`config.mk`:
```
export PLATFORM = sky130hd
export DESIGN_NAME = command_sequencer
export DESIGN_NICKNAME = d
export VERILOG_FILES = /design/src/rtl/cmd_pkg.sv /design/src/rtl/pulse_stretcher.sv /design/src/rtl/command_sequencer.sv
export SDC_FILE = /design/constraint.sdc
export NUM_CORES = 1
export LEC_CHECK = 0
export BUFFER_PORTS_ARGS = -buffer_cell sky130_fd_sc_hd__clkbuf_2
export CORE_MARGIN = 2
export CORE_UTILIZATION = 61
export CTS_BUF_LIST = sky130_fd_sc_hd__clkbuf_8
export CTS_CLUSTER_SIZE = 28
export DETAILED_ROUTE_END_ITERATION = 8
export PLACE_DENSITY_LB_ADDON = 0.1
export SYNTH_ARGS = -nofsm -noshare
export SYNTH_HDL_FRONTEND = slang
export SYNTH_HIERARCHICAL = 1
export SYNTH_SLANG_ARGS = --single-unit
export TNS_END_PERCENT = 20
```
`constraint.sdc`:
```
create_clock -name clk -period 2.9 [get_ports clk]
set_input_delay 0.29 -clock clk [delete_from_list [all_inputs] [get_ports clk]]
set_output_delay 0.29 -clock clk [all_outputs]
set_load 0.005 [all_outputs]
```
`src/rtl/cmd_pkg.sv`:
```
// Shared definitions for the ground-link command sequencer: opcodes, frame header
// and the frame-decoder state encoding.
package cmd_pkg;

  localparam logic [7:0] HEADER_DEFAULT = 8'hEB;

  localparam logic [7:0] OPC_START = 8'h55;
  localparam logic [7:0] OPC_STOP  = 8'h5A;
  localparam logic [7:0] OPC_EXPO  = 8'hA5;
  localparam logic [7:0] OPC_RESET = 8'hAA;

  typedef enum logic [1:0] {
    IDLE = 2'd0,
    OPC  = 2'd1,
    PAR  = 2'd2,
    CHK  = 2'd3
  } state_t;

  function automatic logic is_legal_opcode(input logic [7:0] op);
    return (op == OPC_START) || (op == OPC_STOP) || (op == OPC_EXPO) || (op == OPC_RESET);
  endfunction

endpackage

```
`src/rtl/pulse_stretcher.sv`:
```
// Turns a one-cycle trigger into a pulse PULSE_CYCLES wide; a trigger during an
// active pulse reloads the count so the output stays continuous.
module pulse_stretcher #(
  parameter int unsigned PULSE_CYCLES = 16
) (
  input  logic clk,
  input  logic rst,
  input  logic trigger,
  output logic pulse
);

  localparam int unsigned CW = $clog2(PULSE_CYCLES + 1);
  localparam logic [CW-1:0] LOAD = CW'(PULSE_CYCLES);

  logic [CW-1:0] count_q;

  // NOTE: state registers use non-blocking assignments so every flop samples
  // pre-edge values, independent of block ordering.
  always_ff @(posedge clk or posedge rst) begin
    if (rst) begin
      count_q <= '0;
    end else if (trigger) begin
      count_q <= LOAD;
    end else if (count_q != '0) begin
      count_q <= count_q - 1'b1;
    end
  end

  assign pulse = (count_q != '0);

endmodule

```
`src/rtl/command_sequencer.sv`:
```
// Frames and validates HEADER/OPCODE/PARAM/CHK command bytes from the link receiver
// and drives capture enable, exposure load and the timed system-reset request.
module command_sequencer
  import cmd_pkg::*;
#(
  parameter int unsigned TIMEOUT_CYCLES   = 1_000_000,
  parameter int unsigned RST_PULSE_CYCLES = 16,
  parameter logic [7:0]  HEADER           = HEADER_DEFAULT
) (
  input  logic       clk,
  input  logic       rst,
  input  logic       command_latch,
  input  logic [7:0] command_data,
  output logic       capture_en,
  output logic [7:0] exposure_value,
  output logic       exposure_load,
  output logic       request_reset_signal,
  output logic       cmd_error,
  output logic       busy
);

  localparam int unsigned TW = (TIMEOUT_CYCLES > 1) ? $clog2(TIMEOUT_CYCLES) : 1;
  localparam logic [TW-1:0] TIMER_MAX = TW'(TIMEOUT_CYCLES - 1);

  state_t        state, state_next;
  logic [7:0]    opcode_q, param_q;
  logic [TW-1:0] timer_q;

  logic       capture_en_d, exposure_load_d, cmd_error_d, reset_trigger;
  logic [7:0] exposure_d;
  logic       timed_out;

  // Timer restarts on every byte and saturates so a long idle never wraps.
  always_ff @(posedge clk or posedge rst) begin
    if (rst) begin
      timer_q <= '0;
    end else if (command_latch) begin
      timer_q <= '0;
    end else if (timer_q != TIMER_MAX) begin
      timer_q <= timer_q + 1'b1;
    end
  end

  assign timed_out = (state != IDLE) && !command_latch && (timer_q == TIMER_MAX);

  // NOTE: every always_comb output gets a default first, so no path leaves a
  // signal unassigned and no latch is inferred.
  always_comb begin
    state_next      = state;
    capture_en_d    = capture_en;
    exposure_d      = exposure_value;
    exposure_load_d = 1'b0;
    cmd_error_d     = 1'b0;
    reset_trigger   = 1'b0;

    if (command_latch) begin
      unique case (state)
        IDLE: if (command_data == HEADER) state_next = OPC;
        OPC:  state_next = PAR;
        PAR:  state_next = CHK;
        CHK: begin
          state_next = IDLE;
          if ((command_data == (opcode_q ^ param_q)) && is_legal_opcode(opcode_q)) begin
            unique case (opcode_q)
              OPC_START: capture_en_d = 1'b1;
              OPC_STOP:  capture_en_d = 1'b0;
              OPC_EXPO: begin
                exposure_d      = param_q;
                exposure_load_d = 1'b1;
              end
              default: begin
                capture_en_d  = 1'b0;
                reset_trigger = 1'b1;
              end
            endcase
          end else begin
            cmd_error_d = 1'b1;
          end
        end
        default: state_next = IDLE;
      endcase
    end else if (timed_out) begin
      state_next  = IDLE;
      cmd_error_d = 1'b1;
    end
  end

  always_ff @(posedge clk or posedge rst) begin
    if (rst) begin
      state          <= IDLE;
      opcode_q       <= '0;
      param_q        <= '0;
      capture_en     <= 1'b0;
      exposure_value <= '0;
      exposure_load  <= 1'b0;
      cmd_error      <= 1'b0;
    end else begin
      state          <= state_next;
      capture_en     <= capture_en_d;
      exposure_value <= exposure_d;
      exposure_load  <= exposure_load_d;
      cmd_error      <= cmd_error_d;
      if (command_latch && state == OPC) opcode_q <= command_data;
      if (command_latch && state == PAR) param_q  <= command_data;
    end
  end

  assign busy = (state != IDLE);

  pulse_stretcher #(
    .PULSE_CYCLES(RST_PULSE_CYCLES)
  ) u_reset_pulse (
    .clk    (clk),
    .rst    (rst),
    .trigger(reset_trigger),
    .pulse  (request_reset_signal)
  );

endmodule

```
==> flow_summary.ini <==
[outcome]
status = finished, final reports clean

[grt]
grt_pass1_vias = 1714
grt_pass1_wl_um = 7840
grt.total_usage_pct = 20.0
gr-total-overflow = 0
grt_max_degree = 50
antenna_found_initial = 0

[logic_synthesis]
async_reset_ff_share_pct = 100
synth-edff-count = 0
synthFlopType = dfrtp_1
synthCells = 238
ys_warn_count = 6
synth.avg_cell_area_um2 = 11.6
ys_seq_area_share_pct = 49.1
netlist_area_mm2 = 0.00275
synth_top_family_by_area = simple AND/OR/NAND/NOR gates
muxShareOfSynthArea_pct = 10.2
synth_nets = 255
synth_compound_area_share_pct = 6.14
synth_adder_area_share_pct = 2.73
ys_ff_latch = 54
ys_types = 43
synthXorXnorAreaFrac_pct = 11.1
synth-simple-area-share_pct = 18.8

[clock_tree]
post-cts-setup-buffers = 0
cts_hold_buf = 1
cts.sink_count = 54
cts_buffers = 5
cts_tree = built
clkLatencyLatePin_ns = 0.30
cts_root_buf = clkbuf_8
clk_pin_slew_worst_paths_ns = 0.10
cts_resized = 0
cts_buffer_depth = 2
h-tree-depth = 2

[timing]
fmax_ghz = 0.455
skew_ns = 0.00684
hold_viol_final = 0
max-slew-margin-rel_pct = 33.9
finalSetupViolations = 0
layout_min_cycle_time_ns = 2.20
final_max_slew_viol_count = 0
worstMarginPinSlew_ns = 0.991
finalCritPeriodShare_pct = 75.8
setup_slack_ns = 0.701
rsz0062_at_grt = no
final.setup.tns_ns = 0

[routing]
vias_per_cell = 5.71
dr.first_iter.drc_count = 96
num_vias = 1811
drt_wl_total_um = 4720
firstDrtPassIters = 4
ant_nets = 0
drc = 0
avgRoutedWirePerCell_um = 14.9

[setup_path]
worst_path_largest_cell_delay_ns = 0.43
worst_path_max_delay_cell = dfrtp_1
critical_path_class = register to register
crit_fanout = 5
arrival_ns = 2.39
worst_setup_path_start_kind = register
end_kind = register
cp_cell_sequence = and4bb_2 -> o221ai_2 -> nor4_4 -> nor4bb_1 -> o311a_1 -> nor2_1
worst_ep_required_time_ns = 3.09

[place]
routabilityCongestion = 0.853
io_buffer_count = 23
place_ws_ns = 0.733
hpwl_um = 3320
dp_cells = 308

[finish]
final_common_cell = dfrtp_1
syn2layout_area_growth_pct = 9.65
layout_common_cells = dfrtp_1 (54), nor2_1 (28), clkbuf_2 (23)
finalNonFillerCells = 317
nFillCells = 313
diodes = 0
drive_gt1_share_pct = 23.0
fin_nets = 281

[floorplanning]
start_util_pct = 63.2
io_pins = 24
rows = 24
core_mm2 = 0.00435
dieWidth_um = 71.1
die_area_mm2 = 0.00506
die_h_um = 71.1

[pwr]
pwr_density_cell_mw_per_mm2 = 752
leakage_nw = 1.44
vdd.ir_drop.worst_mv = 0.360

[flow_run]
cap_violations = 0

[min_path]
hp-class = primary input to register
==> metal layers <==
layer	track usage [%]	vias up	wire, um
met5	0	-	0
met4	6.92	0	45
met3	5.41	4	193
met2	32.9	39	2330
met1	25.5	871	2150
li1	-	897	-
==> per-stage QoR <==
step | hold slack [ns] | total power, mW | area (um^2) | utilization [%]
floorplan | 0.0685 | 1.70 | 2750 | -
global placement | 0.195 | 1.83 | 2910 | 66.8
detailed placement | 0.194 | 1.86 | 2910 | 66.8
CTS | 0.271 | 2.29 | 3020 | 69.3
global route | 0.273 | 2.42 | 3020 | 69.3
finish | 0.281 | 2.27 | 3020 | 69.3
==> state kept, by name (all words and copies together), names as in the netlist <==
signal                 flops
timer_q                   20
exposure_load              1
opcode_q                   8
cmd_error                  1
state                      2
u_reset_pulse/count_q      5
capture_en                 1
param_q                    8
exposure_value             8
==> cells in the mapped netlist (4+ instances only) <==
library cell / n / area, um^2
nor2_1: 28 / 105
nand2_1: 16 / 60.1
a21oi_1: 5 / 25.0
inv_1: 8 / 30.0
nand4_1: 9 / 56.3
xnor2_1: 8 / 70.1
nand3_1: 5 / 25.0
dfrtp_1: 54 / 1350
ha_1: 6 / 75.1
mux2_2: 22 / 248
clkbuf_1: 4 / 15.0
o21ai_0: 6 / 30.0
xnor3_1: 5 / 113
xor2_1: 14 / 123
and3_1: 6 / 37.5
==> worst max-delay path: cells and delay by family, from the launching register on <==
family             cells  cell delay (ns)
DFF                    1             0.43
AOI/OAI and AO/OA      2             0.49
and+or+nand+nor        4             1.18
==> path summary, 6_finish.rpt <==
check | start | to | slack (ns) | depth (start not counted)
worst max-delay path | opcode_q[1] | u_reset_pulse/count_q[0] | 0.70 | 6
worst min-delay path | command_data[4] | param_q[4] | 0.28 | 2
worst max register to register | opcode_q[1] | u_reset_pulse/count_q[0] | 0.70 | 6
worst min register to register | exposure_value[6] | exposure_value[6] | 0.50 | 1
max in group asynchronous | rst | param_q[0] | 1.52 | 3
min in group asynchronous | rst | u_reset_pulse/count_q[2] | 0.44 | 3
==> power by group <==
| part | internal [mW] | switching, mW |
|---|---|---|
| clock network | 0.192 | 0.234 |
| logic | 0.445 | 0.306 |
| registers | 0.918 | 0.173 |
==> area by class of cell <==
cell class / instances / area [um^2] / area share (%)
clock buffer: 6 / 82.6 / 2.74
clock inverter: 2 / 12.5 / 0.415
inverter: 8 / 30.0 / 0.996
multi-input combinational: 171 / 1350 / 44.7
sequential: 54 / 1350 / 44.8
tap: 52 / 65.1 / 2.16
timing repair buffer: 24 / 125 / 4.15
==> logic make-up after synthesis <==
family,after synthesis
AO/OA/AOI/OAI,23
XOR/XNOR,27
adder cells (fa/ha/maj),6
buffers and inverters,13
flip-flops,54
multiplexers,25
AND/OR/NAND/NOR,90
No activity file was read; power rests on OpenSTA's default activity.
